==> config.mk <==
export PLATFORM = sky130hd
export DESIGN_NAME = cell_search_ctrl
export DESIGN_NICKNAME = d
export VERILOG_FILES = /design/src/rtl/cell_search_pkg.sv /design/src/rtl/cell_search_ctrl.sv
export SDC_FILE = /design/constraint.sdc
export NUM_CORES = 1
export LEC_CHECK = 0
export ABC_AREA = 0
export BUFFER_PORTS_ARGS = -buffer_cell sky130_fd_sc_hd__buf_2
export CORE_MARGIN = 2
export CORE_UTILIZATION = 32
export DETAILED_ROUTE_END_ITERATION = 8
export PLACE_DENSITY = 0.53
export SYNTH_ARGS = -nofsm -noshare
export SYNTH_HDL_FRONTEND = slang
export SYNTH_SLANG_ARGS = --single-unit
export TNS_END_PERCENT = 20
==> constraint.sdc <==
create_clock -name clk_i -period 11.05 [get_ports clk_i]
set_input_delay 1.105 -clock clk_i [delete_from_list [all_inputs] [get_ports clk_i]]
set_output_delay 1.105 -clock clk_i [all_outputs]
set_load 0.005 [all_outputs]
==> src/rtl/cell_search_pkg.sv <==
// Types and constants shared by the cell-search chain (cell_search_ctrl, frame_sync, PSS_detector).
package cell_search_pkg;

  typedef enum logic [1:0] {
    PSS_MODE_SEARCH = 2'd0,
    PSS_MODE_FIND   = 2'd1,
    PSS_MODE_PAUSE  = 2'd2
  } pss_mode_t;

  typedef enum logic [1:0] {
    SEARCH     = 2'd0,
    WAIT_SSS   = 2'd1,
    TRACK_WAIT = 2'd2,
    TRACK_WIN  = 2'd3
  } cs_state_t;

  localparam int N_ID_MAX   = 1007;
  localparam int N_ID_2_MAX = 2;
  localparam int N_ID_W     = $clog2(N_ID_MAX + 1);
  localparam int N_ID_2_W   = $clog2(N_ID_2_MAX + 1);

  // N_id_2 implied by a full cell id; constant divisor, so this is plain logic.
  function automatic logic [N_ID_2_W-1:0] n_id_mod3(input logic [N_ID_W-1:0] n_id);
    return N_ID_2_W'(n_id % N_ID_W'(3));
  endfunction

  function automatic pss_mode_t mode_for_state(input cs_state_t s);
    case (s)
      SEARCH:    return PSS_MODE_SEARCH;
      TRACK_WIN: return PSS_MODE_FIND;
      default:   return PSS_MODE_PAUSE;
    endcase
  endfunction

endpackage

==> src/rtl/cell_search_ctrl.sv <==
// Cell-search sequencer: PSS search, SSS confirm, then periodic SSB tracking with a
// timing window, declaring lock and loss. Time is counted in decimated samples.
module cell_search_ctrl
  import cell_search_pkg::*;
#(
  parameter int SSB_PERIOD  = 76800,
  parameter int WINDOW      = 8,
  parameter int MAX_MISSES  = 3,
  parameter int SSS_TIMEOUT = 4096
) (
  input  logic                clk_i,
  input  logic                reset_i,
  input  logic                s_axis_in_tvalid,
  input  logic                N_id_2_valid_i,
  input  logic [N_ID_2_W-1:0] N_id_2_i,
  input  logic                SSS_valid_i,
  input  logic [N_ID_W-1:0]   N_id_i,
  input  logic                resync_i,
  output logic [1:0]          PSS_detector_mode_o,
  output logic [N_ID_2_W-1:0] requested_N_id_2_o,
  output logic [N_ID_W-1:0]   N_id_o,
  output logic                N_id_valid_o,
  output logic                locked_o,
  output logic                lost_o,
  output logic [1:0]          state_o
);

  localparam int CNT_W  = $clog2(SSB_PERIOD + WINDOW + 1);
  localparam int MISS_W = (MAX_MISSES > 1) ? $clog2(MAX_MISSES) : 1;

  localparam logic [CNT_W-1:0]  CNT_MAX     = '1;
  localparam logic [CNT_W-1:0]  WIN_OPEN    = CNT_W'(SSB_PERIOD - WINDOW);
  localparam logic [CNT_W-1:0]  WIN_CLOSE   = CNT_W'(SSB_PERIOD + WINDOW);
  localparam logic [CNT_W-1:0]  WIN_REALIGN = CNT_W'(WINDOW);
  localparam logic [CNT_W-1:0]  SSS_LIMIT   = CNT_W'(SSS_TIMEOUT);
  localparam logic [MISS_W-1:0] LAST_MISS   = MISS_W'(MAX_MISSES - 1);

  if (WINDOW >= SSB_PERIOD / 2 || MAX_MISSES < 1) begin : g_bad_params
    $error("cell_search_ctrl: WINDOW must be < SSB_PERIOD/2 and MAX_MISSES >= 1");
  end

  cs_state_t             state_q, state_d;
  pss_mode_t             mode_q;
  logic [CNT_W-1:0]      cnt_q, cnt_d, cnt_inc;
  logic [MISS_W-1:0]     miss_q, miss_d;
  logic [N_ID_2_W-1:0]   req_q, req_d;
  logic [N_ID_W-1:0]     n_id_q, n_id_d;
  logic                  n_id_valid_q, n_id_valid_d;
  logic                  locked_q;
  logic                  lost_q, lost_d;
  logic                  sss_match;
  logic                  hit;
  logic                  is_tracking;

  assign sss_match   = n_id_mod3(N_id_i) == req_q;
  assign hit         = N_id_2_valid_i && (N_id_2_i == req_q);
  assign is_tracking = (state_q == TRACK_WAIT) || (state_q == TRACK_WIN);

  // The sample counter saturates so a stalled FSM never sees a wrapped compare.
  assign cnt_inc = (s_axis_in_tvalid && cnt_q != CNT_MAX) ? cnt_q + CNT_W'(1) : cnt_q;

  // NOTE: every signal gets a default before the case; a path that skips one infers a latch.
  always_comb begin
    state_d      = state_q;
    cnt_d        = cnt_inc;
    miss_d       = miss_q;
    req_d        = req_q;
    n_id_d       = n_id_q;
    n_id_valid_d = 1'b0;
    lost_d       = 1'b0;

    if (resync_i) begin
      state_d = SEARCH;
      cnt_d   = '0;
      miss_d  = '0;
      lost_d  = is_tracking;
    end else begin
      case (state_q)
        SEARCH: begin
          if (N_id_2_valid_i) begin
            req_d   = N_id_2_i;
            cnt_d   = '0;
            state_d = WAIT_SSS;
          end
        end

        WAIT_SSS: begin
          if (SSS_valid_i && sss_match) begin
            n_id_d       = N_id_i;
            n_id_valid_d = 1'b1;
            miss_d       = '0;
            state_d      = TRACK_WAIT;
          end else if (SSS_valid_i || cnt_q == SSS_LIMIT) begin
            state_d = SEARCH;
          end
        end

        TRACK_WAIT: begin
          if (cnt_q == WIN_OPEN) state_d = TRACK_WIN;
        end

        TRACK_WIN: begin
          // A hit on the closing sample still counts; realign to the observed peak.
          if (hit) begin
            cnt_d   = '0;
            miss_d  = '0;
            state_d = TRACK_WAIT;
          end else if (cnt_q == WIN_CLOSE) begin
            cnt_d = WIN_REALIGN;
            if (miss_q == LAST_MISS) begin
              miss_d  = '0;
              lost_d  = 1'b1;
              state_d = SEARCH;
            end else begin
              miss_d  = miss_q + MISS_W'(1);
              state_d = TRACK_WAIT;
            end
          end
        end

        default: state_d = SEARCH;
      endcase
    end
  end

  // NOTE: sequential state uses non-blocking assignments so every register samples pre-edge values.
  always_ff @(posedge clk_i) begin
    if (reset_i) begin
      state_q      <= SEARCH;
      mode_q       <= PSS_MODE_SEARCH;
      cnt_q        <= '0;
      miss_q       <= '0;
      req_q        <= '0;
      n_id_q       <= '0;
      n_id_valid_q <= 1'b0;
      locked_q     <= 1'b0;
      lost_q       <= 1'b0;
    end else begin
      state_q      <= state_d;
      mode_q       <= mode_for_state(state_d);
      cnt_q        <= cnt_d;
      miss_q       <= miss_d;
      req_q        <= req_d;
      n_id_q       <= n_id_d;
      n_id_valid_q <= n_id_valid_d;
      locked_q     <= (state_d == TRACK_WAIT) || (state_d == TRACK_WIN);
      lost_q       <= lost_d;
    end
  end

  assign PSS_detector_mode_o = mode_q;
  assign requested_N_id_2_o  = req_q;
  assign N_id_o              = n_id_q;
  assign N_id_valid_o        = n_id_valid_q;
  assign locked_o            = locked_q;
  assign lost_o              = lost_q;
  assign state_o             = state_q;

endmodule

# Yosys cells after proc, flatten, opt, wreduce, memory -nomap -nowiden
# Index checks and enable logic that the tools add are counted.
# op_classes
addsub	2
mul	0
div	1
magnitude_cmp	0
n_eq_ne	14
shifts	0
muxes	26
bitwise_logic	2
reduce_logical	14
# ops
cell	count
$mux 17	4
$eq 17x17->1 const B	2
$pmux 17 s2	1
$mux 2	12
$add 17x1->17 const B	1
$eq 17x13->1 const B	1
$ne 17x17->1 const B	1
$eq 2x2->1 const B	5
$mod 10x2->10 const B	1
$reduce_and 3->1	3
$pmux 2 s2	2
$pmux 2 s4	1
$mux 1	6
$eq 2x2->1	2
$logic_not 2->1	2
$logic_and 1x1->1	3
$logic_or 1x1->1	3
$ne 3x2->1 const B	1
$reduce_or 3->1	1
$add 2x1->2 const B	1
$eq 2x1->1 const B	1
$ne 2x2->1 const B	1
$not 1->1	2
$reduce_bool 2->1	1
$reduce_or 2->1	1
# word_totals
reg_bits	38
latchBits	0
ram_bits	0
rom_bits	0
out_inout_bits	19
elab_cells	68
memories	0

# Longest topological paths before layout
# Gate-level depths: netlist of run 1.
# depth
ltp_word	8
mapped_depth	23

# Worst setup path before layout of run 1
# No wires, ideal clock.
# synth_timing
path_kind	input-to-reg
from	input port N_id_i[4]
to	register mode_q[1], in the netlist PSS_detector_mode_o[1]
arrival_ps	4898
t_required_ps	10984
path_slack_ps	6085
cell_stages	20
cell_sequence	buf_2 > and2_1 > o32a_2 > nor2_1 > nand3_1 > and3_1 > a21oi_1 > ha_1 > nor2_1 > a221o_1 > nand2_1 > ha_1 > nor2_1 > a2111oi_0 > o32ai_1 > nand2_1 > a2bb2oi_2 > a221oi_2 > ha_1 > nor2_1
# synth_via
elab_chain_len	8
elab_cells_between_ends	9
classes_between	div (1); eq/ne (2); mux (4); reduce/logical (2)
# synth_rtl
item	line_no	rtl
start: declaration	cell_search_ctrl.sv:17	input logic [N_ID_W-1:0] N_id_i,
$mod 10x2->10 *	cell_search_pkg.sv:24	return N_ID_2_W'(n_id % N_ID_W'(3));
$eq 2x2->1 *	cell_search_ctrl.sv:55	assign sss_match = n_id_mod3(N_id_i) == req_q;
$logic_and 1x1->1 *	cell_search_ctrl.sv:88	if (SSS_valid_i && sss_match) begin
$mux 2 *	cell_search_ctrl.sv:88	
$pmux 2 s4 *	cell_search_ctrl.sv:78	case (state_q)
$mux 2 *	cell_search_ctrl.sv:72	if (resync_i) begin
via state_d[1]	cell_search_ctrl.sv:42	cs_state_t state_q, state_d;
$eq 2x2->1 or $logic_not 2->1 (tied branches)	cell_search_pkg.sv:28	case (s)
$pmux 2 s2 *	cell_search_pkg.sv:28	
end signal: assignment	cell_search_ctrl.sv:140	mode_q <= mode_for_state(state_d);
end: declaration	cell_search_ctrl.sv:43	pss_mode_t mode_q;
# The timed path passes the listed nets; every way through them passes the cells marked *.
# A chain may end at the register's enable or synchronous reset.

# Worst setup path after layout of run 1
# layout_timing
from	input port N_id_i[5]
to	register locked_q, in the netlist locked_o
# layout_via
elab_chain_len	8
elab_cells_between_ends	9
classes_between	div (1); eq/ne (3); mux (3); reduce/logical (2)
# layout_rtl
item	line_no	rtl
$mod 10x2->10 *	cell_search_pkg.sv:24	
$eq 2x2->1 *	cell_search_ctrl.sv:55	
$logic_and 1x1->1 *	cell_search_ctrl.sv:88	
$mux 2 *	cell_search_ctrl.sv:88	
$pmux 2 s4 *	cell_search_ctrl.sv:78	
$mux 2 *	cell_search_ctrl.sv:72	
via state_d[1]	cell_search_ctrl.sv:42	
$eq 2x2->1	cell_search_ctrl.sv:146	locked_q <= (state_d == TRACK_WAIT) || (state_d == TRACK_WIN);
$logic_or 1x1->1 *	cell_search_ctrl.sv:146	
end signal: assignment	cell_search_ctrl.sv:146	
end: declaration	cell_search_ctrl.sv:49	logic locked_q;
# Marked as above.

==> results of run 1 <==
[per-stage QoR]
stage / utilization, % / instances / hold WS, ns / instance area (um^2) / total power [mW]
final: 37.2 / 464 / 0.486 / 3010 / 0.346
after CTS: 37.2 / 464 / 0.493 / 3010 / 0.352
after global placement: 35.5 / 456 / 0.476 / 2870 / 0.210
after global routing: 37.2 / 464 / 0.513 / 3010 / 0.366
after floorplan: - / 328 / 0.451 / 2640 / 0.195
after detailed placement: 35.5 / 456 / 0.480 / 2870 / 0.209
[state kept, by name (all words and copies together), names as in the netlist]
register / cells
cnt_q: 17
N_id_o: 10
PSS_detector_mode_o: 2
miss_q: 2
requested_N_id_2_o: 2
state_o: 2
N_id_valid_o: 1
locked_o: 1
lost_o: 1
[metal layers]
| layer | up-vias | global-route usage (%) | share of wire, % |
|---|---|---|---|
| met2 | 26 | 24.5 | 48 |
| met1 | 1088 | 18.5 | 47 |
| met4 | 0 | 4.35 | 1.1 |
| met5 | - | 0 | 0 |
| met3 | 7 | 2.87 | 3.6 |
| li1 | 1249 | - | - |
[worst reg2reg max path: cells and delay by family (launching register included)]
kind	cells	cell delay, ns
simple gates	4	1.32
compound gates	3	0.76
fa+ha+maj	2	0.37
flops	1	0.35
mux	1	0.25
buf+inv	1	0.07
[cell families (layout without fill, tap and decap cells)]
family	after synthesis	in the layout	synth area share, %
and+or+nand+nor	146	146	28.5
AOI/OAI and AO/OA	80	80	23.1
DFF	38	38	28.8
buffers and inverters	26	57	5.07
xor gates and xnor gates	21	21	6.97
adders and majority gates	11	11	5.21
muxes	6	6	2.27
[power by group through the flow]
stage | clock network (mW) | registers (mW) | logic, mW
final | 0.140 | 0.140 | 0.0661
after global routing | 0.152 | 0.141 | 0.0735
after CTS | 0.145 | 0.140 | 0.0663
after detailed placement | 0 | 0.144 | 0.0658
after global placement | 0 | 0.144 | 0.0662
after floorplan | 0 | 0.143 | 0.0516
[synthesized netlist by cell type, types with 3 or more instances]
cell / number
a21oi_1: 26
a21oi_2: 4
and2_1: 3
and3_1: 3
buf_6: 4
clkbuf_1: 6
dfxtp_1: 38
ha_1: 11
inv_1: 11
mux2i_1: 6
nand2_1: 21
nand2b_1: 3
nand3_1: 23
nand4_1: 6
nor2_1: 47
nor2b_1: 6
nor3_1: 6
nor3b_1: 5
nor4_1: 6
o21a_1: 3
o21ai_0: 7
o21ai_1: 10
or3_1: 3
or4bb_1: 3
xnor2_1: 7
xor2_1: 14
[area by class of cell]
cell class,instances,area [um^2]
fillers,871,5080
multi-input cells,264,1750
flip-flops and latches,38,761
repair buffers,37,188
well taps,105,131
clock buffers,5,68.8
clock inverters,3,68.8
inverters,12,45.0
[final timing paths]
check / from / to / slack [ns] / depth (start not counted)
max: N_id_i[5] / locked_o / 5.45 / 22
min: N_id_o[7] / N_id_o[7] / 0.49 / 2
max reg2reg: cnt_q[0] / locked_o / 7.82 / 11
min reg2reg: N_id_o[7] / N_id_o[7] / 0.49 / 2
[layout by cell type (no fill, tap or decap), types with 2 or more instances in the layout]
cell type,Yosys,routed
xor2_1,14,14
xnor2_1,7,7
and2_1,3,3
nand3b_1,2,2
or4bb_1,3,3
o32ai_2,2,2
dfxtp_1,38,38
o21ai_1,10,10
a2111oi_0,2,2
o41ai_4,2,2
nor3b_1,5,5
ha_1,11,11
nor2_1,47,47
a21o_1,2,2
nand2_1,21,21
nand2b_1,3,3
o21a_1,3,3
a21oi_2,4,4
inv_1,11,11
nand3_1,23,23
or3_1,3,3
nand4b_1,2,2
a221o_1,2,2
o21ai_0,7,7
nor2b_1,6,6
o32a_2,2,2
nor3_1,6,6
bufinv_16,0,2
mux2i_1,6,6
clkbuf_8,0,5
nor4_1,6,6
o31ai_1,2,2
and3_1,3,3
a21oi_1,26,26
buf_2,1,36
nand4_1,6,6
==> run_results.csv, run 1 <==
group,metric,value,unit
sta,setup_tns,0,ns
layout,nNetsFinal,387,
critical_path,crit_path_frequent_cell,"nor2_1",
placement,gp_congestion,0.844,
routing,wl_per_cell,13.6,um
global_route,grt_first_pass_wirelength,10.5,mm
die,initial_core_util,32.6,%
synthesis,avgSynthCellArea,8.05,um^2
power_and_ir_drop,ir_worst_vdd,0.0690,mV
sta,fin_skew,0.0102,ns
synthesis,synth_edf_count,0,
power_and_ir_drop,p_clk_share,40.4,%
sta,period_needed,5.60,ns
routing,routed_wl,6.33,mm
critical_path,endpoint_kind,"flip-flop",
cts,cts_buffer_depth,2,
sta,finalSetupViolCount,0,
synthesis,synth_seq_cells,38,
critical_path,path_cells,"buf_2, nor4b_1, and2_1, o32a_2, nor2_1, nand3_1, and3_1, a21oi_1, ha_1, nor2_1, a221o_1, nand2_1, ha_1, nor2_1, a2111oi_0, o32ai_1, o211ai_2, a2bb2oi_2, a221oi_2, ha_1, nor2_1, nor2_1",
power_and_ir_drop,p_per_area,115,nW/um^2
cts,cts_tree,"done",
worst_hold_path,min_path_type,"reg2reg",
cts,htree_levels,2,
die,num_rows,33,
power_and_ir_drop,p_leak,1.13,nW
critical_path,critPathMaxStageDelay,0.53,ns
synthesis,netlist_instances,328,
synthesis,synthDistinctLibCells,63,
sta,period_share,50.7,%
cts,clock-root-buffer,"clkbuf_8",
global_route,antenna_found_initial,0,
routing,vias_per_cell,5.11,
cts,cts_setup_buffers,0,
placement,dp_hpwl,4.75,mm
global_route,grt_max_degree,21,
sta,fin_ws,5.45,ns
critical_path,critPathTopFamily,"compound AO/OA/AOI/OAI gates",
cts,ctsResizeCount,0,
synthesis,yosys_warnings,0,
routing,drc,0,
synthesis,synth.net_count,357,
layout,n_antenna_cell,0,
routing,first_iter_violations,148,
outcome,status,"complete, no violations",
layout,areaGrowthSynthToFinish,13.9,%
power_and_ir_drop,p_seq_share,40.5,%
cts,numCtsBuffers,5,
routing,drt_pass1_iterations,4,
sta,hold_viol,0,
sta,max_freq,0.179,GHz
critical_path,required,11.22,ns
critical_path,crit_buf_inv,1,
global_route,grt_pass1_vias,2208,
sta,maxSlewHeadroom,51.5,%
routing,antenna_left,0,
layout,layout-drive-gt1-share,17.5,%
critical_path,crit_slowest_cell,"a2bb2oi_2",
placement,io_buffers,36,
synthesis,synth_area,2640,um^2
sta,drv_slew,0,
cts,hold_buffers,0,
synthesis,ys_seq_area_share,28.8,%
sta,tightest_slew,0.721,ns
global_route,grt.total_usage,14.5,%
critical_path,worstSetupStartpointType,"input port",
cts,clock_latency,0.29,ns
global_route,grt_remaining_overflow,0,
power_and_ir_drop,combPwrFrac,19.1,%
synthesis,synth_top_area_share,28.8,%
critical_path,timing_worst_setup_path_type,"in2reg",
die,core_area,8090,um^2
synthesis,synth_ff_type,"dfxtp_1",
synthesis,synth_top_area_cell,"dfxtp_1",
die,die_w,94.8,um
synthesis,synth_area_leaders,"dfxtp_1 (29%), nor2_1 (6.7%), ha_1 (5.2%), a21oi_1 (4.9%), xor2_1 (4.6%)",
cts,clock_sinks,38,
critical_path,path_max_fanout,13,
cts,clk_pin_slew,0.08,ns
power_and_ir_drop,p_int,0.255,mW
sta,rsz0062_at_grt,"false",
placement,dp_slack,5.17,ns
routing,vias,2370,
job,max_cap_violations,0,
critical_path,cp.arrival,5.77,ns
die,die_y,94.8,um
die,die_area,8990,um^2
synthesis,async_reset_ff_share,0,%
power_and_ir_drop,swShare,26.3,%
die,ios,37,
power_and_ir_drop,p_sw,0.0912,mW
No activity file was read; power rests on OpenSTA's default activity.
==> run 2: changes to the inputs <==
- PLACE_DENSITY: 0.53 -> 0.54
- clock period: 11.05 -> 4.9 ns (I/O delays scaled with it)
==> run_results.csv, run 2 (synthesis results as in run 1) <==
group,metric,value,unit
outcome,status,"complete, no violations",
layout,regArea,761,um^2
critical_path,r2r-end,"locked_o",
placement,dp_hpwl,4.80,mm
cts,clock-root-buffer,"clkbuf_8",
die,num_rows,33,
critical_path,cp.arrival,4.76,ns
global_route,grt.total_usage,14.3,%
die,die_y,94.8,um
cts,cts_setup_buffers,0,
sta,max_freq,0.221,GHz
die,die_w,94.8,um
critical_path,required,5.13,ns
die,initial_core_util,32.6,%
power_and_ir_drop,p_leak,1.14,nW
placement,dp.cells,460,
die,die_area,8990,um^2
global_route,grt_first_pass_wirelength,10.2,mm
power_and_ir_drop,ir_worst_vdd,0.150,mV
cts,numCtsBuffers,5,
layout,areaGrowthSynthToFinish,14.0,%
placement,gp_congestion,0.824,
cts,ctsResizeCount,0,
routing,antenna_left,0,
worst_hold_path,min_delay_worst_endpoint,"requested_N_id_2_o[0]",
routing,drc,0,
worst_hold_path,hold_depth,3,
placement,dp_slack,0.128,ns
cts,clock_latency,0.29,ns
critical_path,reg2reg_slack,1.69,ns
routing,routed_wl,6.34,mm
global_route,antenna_found_initial,0,
cts,hold_buffers,0,
cts,cts_tree,"done",
sta,hold_viol,0,
sta,period_share,92.5,%
cts,clk_pin_slew,0.07,ns
layout,final_common_cell,"nor2_1",
layout,top_register,"cnt_q",
cts,htree_levels,2,
layout,fillers,889,
cts,clock_sinks,38,
layout,largest_register_ffs,17,
sta,drv_slew,0,
critical_path,timing_worst_setup_path_type,"in2reg",
critical_path,worstSetupStartpointType,"input port",
layout,layout-drive-gt1-share,18.5,%
sta,tightest_slew,0.673,ns
routing,drt_pass1_iterations,4,
die,ios,37,
critical_path,r2r-start,"cnt_q[0]",
global_route,grt_max_degree,21,
sta,rsz0062_at_grt,"false",
die,core_area,8090,um^2
layout,nNetsFinal,391,
worst_hold_path,min_path_type,"in2reg",
critical_path,path_max_fanout,13,
global_route,grt_pass1_vias,2173,
sta,fin_skew,0.00516,ns
layout,final_cell_mix,"nor2_1 (47), dfxtp_1 (38), buf_2 (36)",
routing,wl_per_cell,13.6,um
layout,multi_input_comb_area,1750,um^2
sta,fin_ws,0.369,ns
sta,finalSetupViolCount,0,
power_and_ir_drop,p_per_area,242,nW/um^2
job,max_cap_violations,0,
layout,n_antenna_cell,0,
routing,vias,2444,
critical_path,ff2ff_path_depth,11,
routing,first_iter_violations,98,
placement,io_buffers,36,
routing,vias_per_cell,5.22,
sta,period_needed,4.53,ns
critical_path,endpoint_kind,"flip-flop",
layout,final_cells,468,
worst_hold_path,hp-start,"N_id_2_i[0]",
sta,maxSlewHeadroom,54.7,%
sta,setup_tns,0,ns
cts,cts_buffer_depth,2,
global_route,grt_remaining_overflow,0,
[run 2: changes by cell type in the layout (fill, tap and decap cells not counted), sizes merged]
cell    delta
buf        +4
clkinv     +1
bufinv     -1
[run 2: through the flow]
| step | hold WS, ns | instance area [um^2] | util (%) | total power, mW |
|---|---|---|---|---|
| final | 0.462 | 3010 | 37.2 | 0.730 |
| after global routing | 0.476 | 3010 | 37.2 | 0.768 |
| after CTS | 0.459 | 3010 | 37.2 | 0.738 |
| after detailed placement | 0.473 | 2900 | 35.8 | 0.476 |
| after global placement | 0.464 | 2900 | 35.8 | 0.477 |
| after floorplan | 0.451 | 2640 | - | 0.439 |
[run 2: worst max-delay path, stage by stage]
cell and delay [ns]:
buf_2 0.20, nor4b_1 0.10, and2_1 0.19, o32a_2 0.40, nor2_1 0.34, nand3_1 0.15, and3_1 0.20, a21oi_1 0.12
ha_1 0.21, nor2_1 0.05, a221o_1 0.38, nand2_1 0.08, ha_1 0.24, nor2_1 0.08, a2111oi_0 0.40, o32ai_1 0.19
nand2_1 0.15, a2bb2oi_2 0.08, a221oi_2 0.33, ha_1 0.29, nor2_1 0.09
[run 2: report_power, final]
group	leakage (nW)	switching, mW	total (mW)	internal, mW
Sequential	0.307	0.00376	0.316	0.312
Combinational	0.778	0.0910	0.153	0.0621
Clock	0.0579	0.111	0.260	0.150
Total	1.14	0.205	0.730	0.524
[run 2: worst max path at each step]
stage / from / to / slack, ns
floorplan: N_id_i[4] / PSS_detector_mode_o[1] / 0.55
global placement: N_id_i[8] / PSS_detector_mode_o[1] / 0.25
detailed placement: N_id_i[8] / PSS_detector_mode_o[1] / 0.13
CTS: N_id_i[8] / PSS_detector_mode_o[1] / 0.42
global route: N_id_i[5] / PSS_detector_mode_o[1] / 0.01
finish: N_id_i[5] / PSS_detector_mode_o[1] / 0.37
[run 2: final cells by class]
type / count / area share [%]
Sequential cell: 38 / 25.3
Timing Repair Buffer: 41 / 7.23
Clock buffer: 5 / 2.29
Clock inverter: 3 / 1.33
Tap cell: 105 / 4.37
Inverter: 12 / 1.50
Multi-Input combinational cell: 264 / 58.0
[run 2: metal layers]
| layer | share of wire (%) | routed length [um] | track usage (%) |
|---|---|---|---|
| met2 | 49 | 3080 | 24.7 |
| met5 | 0 | 0 | 0 |
| met1 | 46 | 2930 | 18.0 |
| met4 | 1.2 | 77 | 5.19 |
| met3 | 4.0 | 256 | 2.08 |
==> run 3: changes to the inputs <==
--- a/config.mk
+++ b/config.mk
@@ -10,4 +10,5 @@
 export CORE_MARGIN = 2
 export CORE_UTILIZATION = 32
+export CTS_BUF_LIST = sky130_fd_sc_hd__clkbuf_4 sky130_fd_sc_hd__clkbuf_8
 export DETAILED_ROUTE_END_ITERATION = 8
 export PLACE_DENSITY = 0.54
==> constraint.sdc (replaced) <==
create_clock -name clk_i -period 4.9 [get_ports clk_i]
set_input_delay 0.98 -clock clk_i [delete_from_list [all_inputs] [get_ports clk_i]]
set_output_delay 0.98 -clock clk_i [all_outputs]
set_load 0.005 [all_outputs]
==> run_results.csv, run 3 (synthesis results as in run 1) <==
group,metric,value,unit
layout,areaGrowthSynthToFinish,24.9,%
routing,wl_per_cell,13.6,um
routing,drc,0,
sta,holdWs,0.477,ns
layout,nNetsFinal,416,
sta,maxSlewHeadroom,54.8,%
critical_path,r2r-start,"cnt_q[0]",
routing,drt_pass1_iterations,4,
global_route,grt_max_degree,21,
die,die_w,94.8,um
placement,dp_hpwl,5.13,mm
sta,fin_skew,0.00940,ns
layout,largest_register_ffs,17,
sta,period_needed,4.62,ns
layout,final_cell_mix,"nor2_1 (47), dfxtp_1 (38), buf_2 (36)",
routing,antenna_left,0,
cts,clock_sinks,38,
die,ios,37,
critical_path,crit_slowest_cell,"or3b_1",
sta,finalSetupViolCount,0,
cts,cts_buffer_depth,2,
global_route,met2_usage,27.5,%
critical_path,path_cells,"buf_2, or3b_1, o211a_2, o32ai_4, o21ai_1, and3_1, a21oi_2, ha_2, nor2_1, a221o_1, nand2_2, ha_4, nor3_1, a2111oi_2, o32ai_2, nand2_1, a2bb2oi_2, a221oi_2, ha_1, nor2_1",
placement,dp_slack,-0.141,ns
critical_path,crit_path_frequent_cell,"nor2_1",
worst_hold_path,hp-start,"N_id_o[0]",
cts,hold_buffers,0,
layout,top_register,"cnt_q",
layout,final_common_cell,"nor2_1",
power_and_ir_drop,ir_worst_vdd,0.153,mV
critical_path,required,5.13,ns
sta,max_freq,0.217,GHz
critical_path,path_max_fanout,12,
cts,clk_pin_slew,0.08,ns
layout,fillers,831,
critical_path,critPathLaunch,"N_id_i[4]",
cts,numCtsBuffers,5,
global_route,grt_first_pass_wirelength,10.9,mm
routing,vias_per_cell,5.23,
global_route,met1_usage,18.0,%
critical_path,critPathMaxStageDelay,0.39,ns
critical_path,timing_worst_setup_path_type,"in2reg",
power_and_ir_drop,p_leak,1.28,nW
placement,io_buffers,36,
global_route,antenna_found_initial,0,
worst_hold_path,min_path_type,"reg2reg",
routing,routed_wl,6.71,mm
global_route,grt_pass1_vias,2417,
sta,tightest_slew,0.671,ns
routing,vias,2577,
critical_path,endpoint_kind,"flip-flop",
critical_path,worstSetupStartpointType,"input port",
layout,n_antenna_cell,0,
job,max_cap_violations,0,
die,initial_core_util,32.6,%
critical_path,critPathTopFamily,"compound AO/OA/AOI/OAI gates",
routing,first_iter_violations,98,
critical_path,crit_buf_inv,1,
die,core_area,8090,um^2
critical_path,cp.arrival,4.85,ns
placement,gp_congestion,0.852,
global_route,grt.total_usage,15.0,%
sta,hold_viol,0,
global_route,grt_busiest_layer,"met2",
cts,cts_tree,"done",
die,die_area,8990,um^2
cts,clock-root-buffer,"clkbuf_8",
sta,fin_ws,0.283,ns
outcome,status,"complete, no violations",
sta,period_share,94.2,%
power_and_ir_drop,p_per_area,255,nW/um^2
die,num_rows,33,
global_route,grt_use_met3,3.03,%
die,die_y,94.8,um
cts,htree_levels,2,
sta,drv_slew,0,
layout,layout-drive-gt1-share,26.5,%
global_route,grt_remaining_overflow,0,
cts,clock_latency,0.29,ns
==> run 3: worst paths after layout <==
check,endpoint,slack (ns),cells past startpoint
setup / recovery,PSS_detector_mode_o[1],0.28,20
hold / removal,N_id_o[0],0.48,2
setup reg to reg,locked_o,1.65,11
hold reg to reg,N_id_o[0],0.48,2
==> run 3: routing by layer <==
layer / share of wire (%) / wire [um] / vias up
met5: 0 / 0 / -
met4: 1.0 / 70 / 0
met3: 4.2 / 279 / 10
met2: 50 / 3320 / 52
met1: 45 / 3040 / 1209
li1: - / - / 1306
==> run 3: through the flow <==
step / setup TNS [ns] / instances / total power, mW / util, % / instance area [um^2]
6_report: 0 / 493 / 0.841 / 40.8 / 3300
5_1_grt: -0.0197 / 493 / 0.884 / 40.8 / 3300
4_1_cts: 0 / 492 / 0.836 / 39.8 / 3220
3_5_place_dp: -0.675 / 484 / 0.502 / 38.1 / 3080
3_3_place_gp: -0.186 / 484 / 0.501 / 38.1 / 3080
2_1_floorplan: 0 / 328 / 0.439 / - / 2640
==> run 3: tightest hold or removal path, stage by stage, from the launching register on <==
cell and delay, ns:
dfxtp_1 0.31, o21ai_0 0.06, a21oi_1 0.06
==> run 3: final cells by class <==
cell class | instances | area, um^2 | area share (%)
Sequential cell | 38 | 761 | 23.1
Timing Repair Buffer | 66 | 405 | 12.3
Inverter | 12 | 45.0 | 1.37
Clock buffer | 6 | 82.6 | 2.50
Tap cell | 105 | 131 | 3.98
Multi-Input combinational cell | 264 | 1810 | 55.0
Clock inverter | 2 | 60.1 | 1.82
==> run 3: power by group <==
group	switching, mW	leakage, nW	internal, mW	total, mW
logic	0.105	0.902	0.0900	0.195
registers	0.00374	0.307	0.312	0.316
clock network	0.113	0.0714	0.217	0.330
total	0.222	1.28	0.620	0.841
==> run 3: timing repair <==
action / 4_1_cts / 5_1_grt
gates resized for setup: 0 / 16
setup endpoints to repair: 0 / 17
setup buffers: 0 / 1
